==> src/rtl/ex_alu_stage_pkg.sv <==
// ---------------------------------------------------------------------------
// ex_alu_stage_pkg
// Shared definitions for the EX stage of the 16-bit MIPS pipeline:
//   - default datapath / register-address widths
//   - ALU opcode constants (ALU_ADD .. ALU_LUI; codes 12-15 are unused)
//   - multiply engine state encoding (exported for debug/checkers)
// ---------------------------------------------------------------------------
package ex_alu_stage_pkg;

  localparam int WIDTH_DEF  = 16;
  localparam int REG_AW_DEF = 3;

  localparam logic [3:0] ALU_ADD = 4'd0;
  localparam logic [3:0] ALU_SUB = 4'd1;
  localparam logic [3:0] ALU_AND = 4'd2;
  localparam logic [3:0] ALU_OR  = 4'd3;
  localparam logic [3:0] ALU_XOR = 4'd4;
  localparam logic [3:0] ALU_NOR = 4'd5;
  localparam logic [3:0] ALU_SLT = 4'd6;
  localparam logic [3:0] ALU_SLL = 4'd7;
  localparam logic [3:0] ALU_SRL = 4'd8;
  localparam logic [3:0] ALU_SRA = 4'd9;
  localparam logic [3:0] ALU_MUL = 4'd10;
  localparam logic [3:0] ALU_LUI = 4'd11;

  // MUL_HOLD: product finished but the output register is stalled.
  typedef enum logic [1:0] {
    MUL_IDLE = 2'd0,
    MUL_RUN  = 2'd1,
    MUL_HOLD = 2'd2
  } mul_state_e;

endpackage

==> src/rtl/ex_alu_stage_mul_iter.sv <==
// ---------------------------------------------------------------------------
// mul_iter
// Iterative shift-add multiplier, one multiplier bit per cycle.
// Ports:
//   clk, rst        clock, asynchronous active-high reset
//   start           load operands and begin (only honoured when idle)
//   abort           squash the operation, return to idle next cycle
//   ack             consumer takes the product this cycle (while done=1)
//   mcand_in        multiplicand (operand A)
//   mplier_in       multiplier   (operand B)
//   state           current engine state (busy = state != MUL_IDLE)
//   done            product is valid this cycle
//   product         low WIDTH bits of the unsigned product
// The last iteration's sum is presented combinationally so the consumer can
// register it on the same edge the iteration would complete; MUL_CYCLES
// iterations therefore occupy exactly MUL_CYCLES cycles after start.
// ---------------------------------------------------------------------------
module mul_iter
  import ex_alu_stage_pkg::*;
#(
  parameter int WIDTH      = WIDTH_DEF,
  parameter int MUL_CYCLES = WIDTH_DEF
) (
  input  logic             clk,
  input  logic             rst,
  input  logic             start,
  input  logic             abort,
  input  logic             ack,
  input  logic [WIDTH-1:0] mcand_in,
  input  logic [WIDTH-1:0] mplier_in,
  output mul_state_e       state,
  output logic             done,
  output logic [WIDTH-1:0] product
);

  localparam int CW = (MUL_CYCLES > 1) ? $clog2(MUL_CYCLES) : 1;

  mul_state_e       state_q, state_d;
  logic [WIDTH-1:0] mcand_q, mcand_d;
  logic [WIDTH-1:0] mplier_q, mplier_d;
  logic [WIDTH-1:0] acc_q, acc_d;
  logic [CW-1:0]    count_q, count_d;

  logic [WIDTH-1:0] step_sum;
  logic             last_step;

  assign step_sum  = acc_q + (mplier_q[0] ? mcand_q : '0);
  assign last_step = (count_q == CW'(MUL_CYCLES - 1));
  assign state     = state_q;
  assign done      = ((state_q == MUL_RUN) && last_step) || (state_q == MUL_HOLD);
  assign product   = (state_q == MUL_HOLD) ? acc_q : step_sum;

  always_comb begin
    state_d  = state_q;
    mcand_d  = mcand_q;
    mplier_d = mplier_q;
    acc_d    = acc_q;
    count_d  = count_q;
    case (state_q)
      MUL_IDLE: begin
        if (start) begin
          state_d  = MUL_RUN;
          mcand_d  = mcand_in;
          mplier_d = mplier_in;
          acc_d    = '0;
          count_d  = '0;
        end
      end
      MUL_RUN: begin
        acc_d    = step_sum;
        mcand_d  = mcand_q << 1;
        mplier_d = mplier_q >> 1;
        count_d  = count_q + CW'(1);
        // Final sum is parked in acc_q when the consumer cannot take it.
        if (last_step) state_d = ack ? MUL_IDLE : MUL_HOLD;
      end
      MUL_HOLD: begin
        if (ack) state_d = MUL_IDLE;
      end
      default: state_d = MUL_IDLE;
    endcase
    if (abort) state_d = MUL_IDLE;
  end

  always_ff @(posedge clk or posedge rst) begin
    if (rst) begin
      state_q  <= MUL_IDLE;
      mcand_q  <= '0;
      mplier_q <= '0;
      acc_q    <= '0;
      count_q  <= '0;
    end else begin
      state_q  <= state_d;
      mcand_q  <= mcand_d;
      mplier_q <= mplier_d;
      acc_q    <= acc_d;
      count_q  <= count_d;
    end
  end

endmodule

==> src/rtl/ex_alu_stage.sv <==
// ---------------------------------------------------------------------------
// ex_alu_stage
// Execute stage: combinational ALU, iterative MUL, EX/MEM output register.
// Ports:
//   clk, rst            clock, asynchronous active-high reset
//   in_valid/in_ready   instruction handshake; accepted when
//                       in_valid && in_ready && !flush
//   alu_op, op_a, op_b  operation and operands
//   dest_in, wen_in     destination register and its write enable
//   flush               squash: clears output valid, aborts MUL, drops input
//   stall               downstream holds the output register
//   out_valid, result, dest_out, wen_out, zero, ovf   registered outputs
// Handshake: in_ready = !busy && (!out_valid || !stall). An output stays
// valid until a cycle with stall=0 consumes it; flush overrides stall.
// ---------------------------------------------------------------------------
module ex_alu_stage
  import ex_alu_stage_pkg::*;
#(
  parameter int WIDTH      = WIDTH_DEF,
  parameter int REG_AW     = REG_AW_DEF,
  parameter int MUL_CYCLES = WIDTH_DEF
) (
  input  logic              clk,
  input  logic              rst,
  input  logic              in_valid,
  output logic              in_ready,
  input  logic [3:0]        alu_op,
  input  logic [WIDTH-1:0]  op_a,
  input  logic [WIDTH-1:0]  op_b,
  input  logic [REG_AW-1:0] dest_in,
  input  logic              wen_in,
  input  logic              flush,
  input  logic              stall,
  output logic              out_valid,
  output logic [WIDTH-1:0]  result,
  output logic [REG_AW-1:0] dest_out,
  output logic              wen_out,
  output logic              zero,
  output logic              ovf
);

  logic              valid_q, valid_d;
  logic [WIDTH-1:0]  result_q, result_d;
  logic [REG_AW-1:0] dest_q, dest_d;
  logic              wen_q, wen_d;
  logic              ovf_q, ovf_d;
  logic [REG_AW-1:0] mul_dest_q, mul_dest_d;
  logic              mul_wen_q, mul_wen_d;

  logic [WIDTH-1:0]  alu_res, sum, diff;
  logic              alu_ovf;
  logic [3:0]        shamt;
  logic              busy, accept, out_hold, mul_start, mul_ack, mul_done;
  logic [WIDTH-1:0]  mul_product;
  mul_state_e        mul_state;

  assign sum   = op_a + op_b;
  assign diff  = op_a - op_b;
  assign shamt = op_b[3:0];

  always_comb begin
    alu_res = '0;
    alu_ovf = 1'b0;
    case (alu_op)
      ALU_ADD: begin
        alu_res = sum;
        alu_ovf = (op_a[WIDTH-1] == op_b[WIDTH-1]) && (sum[WIDTH-1] != op_a[WIDTH-1]);
      end
      ALU_SUB: begin
        alu_res = diff;
        alu_ovf = (op_a[WIDTH-1] != op_b[WIDTH-1]) && (diff[WIDTH-1] != op_a[WIDTH-1]);
      end
      ALU_AND: alu_res = op_a & op_b;
      ALU_OR:  alu_res = op_a | op_b;
      ALU_XOR: alu_res = op_a ^ op_b;
      ALU_NOR: alu_res = ~(op_a | op_b);
      ALU_SLT: alu_res = {{(WIDTH-1){1'b0}}, ($signed(op_a) < $signed(op_b))};
      ALU_SLL: alu_res = op_a << shamt;
      ALU_SRL: alu_res = op_a >> shamt;
      ALU_SRA: alu_res = $unsigned($signed(op_a) >>> shamt);
      ALU_LUI: alu_res = op_b << 8;
      default: alu_res = '0;
    endcase
  end

  assign busy      = (mul_state != MUL_IDLE);
  assign out_hold  = valid_q && stall;
  assign in_ready  = !busy && !out_hold;
  assign accept    = in_valid && in_ready && !flush;
  assign mul_start = accept && (alu_op == ALU_MUL);
  assign mul_ack   = mul_done && !out_hold && !flush;

  mul_iter #(
    .WIDTH      (WIDTH),
    .MUL_CYCLES (MUL_CYCLES)
  ) u_mul (
    .clk       (clk),
    .rst       (rst),
    .start     (mul_start),
    .abort     (flush),
    .ack       (mul_ack),
    .mcand_in  (op_a),
    .mplier_in (op_b),
    .state     (mul_state),
    .done      (mul_done),
    .product   (mul_product)
  );

  always_comb begin
    valid_d    = valid_q;
    result_d   = result_q;
    dest_d     = dest_q;
    wen_d      = wen_q;
    ovf_d      = ovf_q;
    mul_dest_d = mul_dest_q;
    mul_wen_d  = mul_wen_q;
    // MUL destination travels alongside the engine until it completes.
    if (mul_start) begin
      mul_dest_d = dest_in;
      mul_wen_d  = wen_in;
    end
    if (flush) begin
      valid_d = 1'b0;
      wen_d   = 1'b0;
    end else if (out_hold) begin
      // everything holds
    end else if (mul_ack) begin
      valid_d  = 1'b1;
      result_d = mul_product;
      dest_d   = mul_dest_q;
      wen_d    = mul_wen_q;
      ovf_d    = 1'b0;
    end else if (accept && (alu_op != ALU_MUL)) begin
      valid_d  = 1'b1;
      result_d = alu_res;
      dest_d   = dest_in;
      wen_d    = wen_in;
      ovf_d    = alu_ovf;
    end else begin
      valid_d = 1'b0;
      wen_d   = 1'b0;
    end
  end

  always_ff @(posedge clk or posedge rst) begin
    if (rst) begin
      valid_q    <= 1'b0;
      result_q   <= '0;
      dest_q     <= '0;
      wen_q      <= 1'b0;
      ovf_q      <= 1'b0;
      mul_dest_q <= '0;
      mul_wen_q  <= 1'b0;
    end else begin
      valid_q    <= valid_d;
      result_q   <= result_d;
      dest_q     <= dest_d;
      wen_q      <= wen_d;
      ovf_q      <= ovf_d;
      mul_dest_q <= mul_dest_d;
      mul_wen_q  <= mul_wen_d;
    end
  end

  assign out_valid = valid_q;
  assign result    = result_q;
  assign dest_out  = dest_q;
  assign wen_out   = wen_q & valid_q;
  assign zero      = (result_q == '0);
  assign ovf       = ovf_q;

endmodule
==> config.mk <==
export PLATFORM = sky130hd
export DESIGN_NAME = ex_alu_stage
export DESIGN_NICKNAME = d
export VERILOG_FILES = /design/src/rtl/ex_alu_stage_pkg.sv /design/src/rtl/ex_alu_stage_mul_iter.sv /design/src/rtl/ex_alu_stage.sv
export SDC_FILE = /design/constraint.sdc
export NUM_CORES = 1
export LEC_CHECK = 0
export ABC_AREA = 1
export CORE_ASPECT_RATIO = 0.5
export CORE_MARGIN = 2
export CORE_UTILIZATION = 30
export DETAILED_ROUTE_END_ITERATION = 10
export GPL_TIMING_DRIVEN = 0
export PLACE_DENSITY = 0.52
export SLEW_MARGIN = 20
export SYNTH_ARGS = -nofsm -noshare
export SYNTH_HDL_FRONTEND = slang
export SYNTH_SLANG_ARGS = --single-unit
==> constraint.sdc <==
create_clock -name clk -period 3.2 [get_ports clk]
set_input_delay 0.8 -clock clk [delete_from_list [all_inputs] [get_ports clk]]
set_output_delay 0.8 -clock clk [all_outputs]
set_load 0.1 [all_outputs]
==> summary.md <==
| Metric | Value |
|---|---|
| Antenna violations before repair | `0` |
| First-pass GRT wire length | `approximately 59 mm` |
| Reg2reg path depth | `14` |
| Sink Count | `80` |
| ANT nets after route | `0` |
| Reg2Reg Setup Slack | `just over 300 ps` |
| Synth cell types | `46` |
| I/O pins | `between 60 and 70` |
| CP required | `between 3000 and 4000 ps` |
| Final Non-Filler Cells | `2042` |
| Worst setup EP type | `flip-flop` |
| Min cycle time layout | `approximately 3100 ps` |
| Power Density | `roughly 530 nW/um^2` |
| Peak supply drop | `approximately 0.29 mV` |
| Die height | `between 100 and 150 um` |
| Die footprint | `about 32000 sq um` |
| Worst Hold Path EP | `ovf` |
| Area delta synth->final | `17.33%` |
| Root Driver | `clkbuf_16` |
| Total Nets Final | `1756` |
| Unrepaired setup endpoints after global routing | `no` |
| Async SR Flop Fraction | `100.0%` |
| Final hold vios | `0` |
| Cell count after placement | `roughly 2000` |
| DR vias/cell | `roughly 5.2` |
| Avg WL per Cell | `roughly 19 um` |
| Final cycle utilization of the critical path | `between 90% and 100%` |
| Dpl cell area | `between 10000 and 15000 sq um` |
| Crit-path max FO | `12` |
| DR pass1 iterations | `8` |
| Mapped Cells | `about 1600` |
| Number of fill cells | `3394` |
| Hpwl dp | `roughly 30 mm` |
| Crit path largest cell delay | `560 ps` |
| H-tree levels | `3` |
| Max Fclk | `~0.32 GHz` |
| Post-CTS setup buffers | `0` |
| Critical path type | `input pin to flip-flop` |
| Status | `completed` |
| Num CTS Buffers | `9` |
| Initial Util | `~31%` |
| # DRC | `0` |
| Syn avg cell area | `around 6 sq um` |
| FF-to-FF Start | `u_mul.mplier_q[0]` |
| Worst slew pin tran | `just over 1000 ps` |
| Antenna cells | `0` |
| Vias in the first global route | `9995` |
| R2r endpoint | `result[14]` |
| Port Buffers | `slightly below 70` |
| Post-synth EDFFs | `0` |
| Clk pin slew, worst setup/hold paths | `70 ps` |
| Hold Path Stages | `2` |
| Clock skew | `around 11 ps` |
| All-Layer GR Usage | `between 20% and 30%` |
| Setup Viol. Count Final | `0` |
| Worst hold path type | `flip-flop to flip-flop` |
| Mapped cell area | `between 9000 and 10000 sq um` |
| Dpl ws | `-1121 ps` |
| Ys flop type | `dfrtp_1` |
| Initial DRC count | `around 1000` |
| Worst skew pair latency | `around 350 ps` |
| Placeable Area | `roughly 30000 sq um` |
| Critical path arrival | `roughly 3300 ps` |
| YS warnings | `0` |
| Row Count | `45` |
| Seq cells post-synth | `80` |
| Setup ws final | `86.81 ps` |
| Design area | `roughly 11000 sq um` |
| Power Total | `roughly 5.8 mW` |
| Share of layout cells above drive strength 1 | `under 10%` |
| Overall via count from detail_route | `about 11000` |
| CP most frequent cell | `nand2_1` |
| Max-cap viol count | `0` |
| Final Util | `35.82%` |
| Crit-path cells | `clkdlybuf4s50_1, buf_6, inv_4, buf_8, fa_1, nand2_1, nand2_2, nand2_1, nand2_1, xor2_1, nor2_1, nor2_1, nand2_1, nand2_1, a21oi_1` |
| CTS tree | `built` |
| Largest net degree at the start of global routing | `53` |
| HP Start | `ovf` |
| Clock Path Buffers | `2` |
| Syn nets | `between 1500 and 2000` |
| Sequential area share after synthesis | `approximately 22%` |
| Max-slew violation count | `0` |
| Worst slew margin | `between 30% and 40%` |
| Die X | `about 250 um` |
| Drt total wl | `between 30 and 40 mm` |
| Static leakage | `between 5 and 6 nW` |
| CP max stage cell | `clkdlybuf4s50_1` |
| Type of origin of the critical path | `input pin` |
| Final Wtd Congestion | `around 0.94` |
| Grt total ovfl | `0` |
state kept, by name (all words and copies together), names as in the netlist:
signal,cells
mul_dest_q,3
mul_wen_q,1
u_mul.state,2
ovf,1
u_mul.count_q,4
u_mul.acc_q,16
dest_out,3
u_mul.mcand_q,16
result,16
u_mul.mplier_q,16
out_valid,1
wen_q,1
cell type report:
type	count	area (sq um)	area share (%)
Tap cell	399	499.2	4.584
Multi-Input combinational cell	1213	6223	57.14
Timing Repair Buffer	69	713.2	6.548
Buffer	67	390.4	3.584
Clock inverter	5	62.56	0.5744
Sequential cell	80	2002	18.38
Inverter	198	758.2	6.962
Clock buffer	11	242.7	2.229
layout by cell type (no fill, tap or decap), types with 4 or more instances in the layout:
cell / count
nor2_2: 4
dlygate4sd2_1: 4
o21ai_0: 78
o211ai_1: 24
dfrtp_1: 80
xnor2_1: 6
xor2_1: 6
nand3_2: 5
a21oi_1: 100
o21ai_1: 5
nor2_1: 130
clkbuf_16: 9
ha_1: 67
clkbuf_1: 21
a31oi_1: 18
clkbuf_2: 6
a21oi_2: 4
inv_2: 6
clkdlybuf4s50_1: 48
nand4_1: 24
nor4_1: 4
nand2_2: 8
dlymetal6s2s_1: 12
inv_1: 187
buf_6: 9
and2_1: 6
nor3_1: 6
o22ai_1: 13
nand3_1: 180
nand2_1: 496
buf_4: 6
buf_2: 28
power by group:
group,total [mW],switching [mW],internal [mW]
combinational,3.10,2.10,0.995
clock,1.10,0.467,0.633
sequential,1.56,0.228,1.33
total,5.76,2.80,2.96
worst max-delay path by stage:
stage	start	end	slack (ps)	depth (start not counted)
global placement	rst	u_mul.mcand_q[7]	-1220	2
detailed placement	op_b[3]	result[13]	-1120	15
global route	op_b[1]	result[13]	0.1	16
CTS	op_b[1]	result[15]	2	16
finish	op_b[1]	result[6]	90	15
floorplan	rst	dest_out[0]	350	1
stage by stage:
stage                     TNS [ps]  hold WS (ps)
after floorplan                  0         447.9
after global placement     -113980         463.1
after detailed placement    -16710         472.7
after CTS                        0         488.5
after global routing             0         508.3
final                            0         486.5
cell families after synthesis:
family | synth area share (%)
buffers and inverters | 12.09
xor gates and xnor gates | 1.132
DFF | 21.57
and+or+nand+nor | 39.87
adders and majority gates | 10.08
AOI/OAI and AO/OA | 15.26
Yosys cell counts (2+ instances only):
library cell | count | share of area (%)
ha_1 | 70 | 9.4
o21a_1 | 2 | 0.16
inv_2 | 7 | 0.28
nand3_1 | 185 | 10
buf_4 | 6 | 0.49
nor2_2 | 2 | 0.13
nand4_1 | 24 | 1.6
o221ai_1 | 2 | 0.19
xnor2_1 | 6 | 0.57
o21ai_0 | 80 | 4.3
fa_1 | 3 | 0.65
a21oi_1 | 102 | 5.5
o21bai_1 | 2 | 0.16
a31oi_1 | 18 | 1.2
nand2_2 | 4 | 0.27
o22ai_1 | 13 | 0.88
o21ai_1 | 3 | 0.16
buf_2 | 32 | 1.7
dfrtp_1 | 80 | 22
nor2_1 | 132 | 5.3
xor2_1 | 6 | 0.57
clkinv_1 | 2 | 0.081
nand2_4 | 3 | 0.36
and2_1 | 6 | 0.40
inv_1 | 189 | 7.6
nand2_1 | 500 | 20
nor3_1 | 6 | 0.32
o211ai_1 | 24 | 1.9
buf_6 | 7 | 0.85
clkbuf_1 | 23 | 0.93
nor4_1 | 4 | 0.27
a21oi_2 | 2 | 0.19
nor2_4 | 3 | 0.36
worst max-delay path, delay by kind of cell:
family | cells | cell delay [ps]
buffers and inverters | 4 | 980
AOI/OAI and AO/OA | 1 | 60
xor gates and xnor gates | 1 | 160
adders and majority gates | 1 | 460
and+or+nand+nor | 8 | 850
timing repair:
item / in CTS / in global routing
hold buffers: 0 / 0
pin swaps: 0 / 1
endpoints found under the setup margin: 18 / 18
endpoints found under the hold margin: 0 / 0
gates resized for setup: 27 / 38
gates cloned: 0 / 0
metal layers:
| metal | GRT usage, % | vias to the layer above | part of all wire (%) |
|---|---|---|---|
| li1 | - | 5217 | - |
| met4 | 6.857 | 0 | 2.4 |
| met5 | 0 | - | 0 |
| met1 | 33.22 | 4923 | 47 |
| met2 | 37.88 | 390 | 44 |
| met3 | 3.095 | 55 | 6.5 |
No activity file was read; power rests on OpenSTA's default activity.
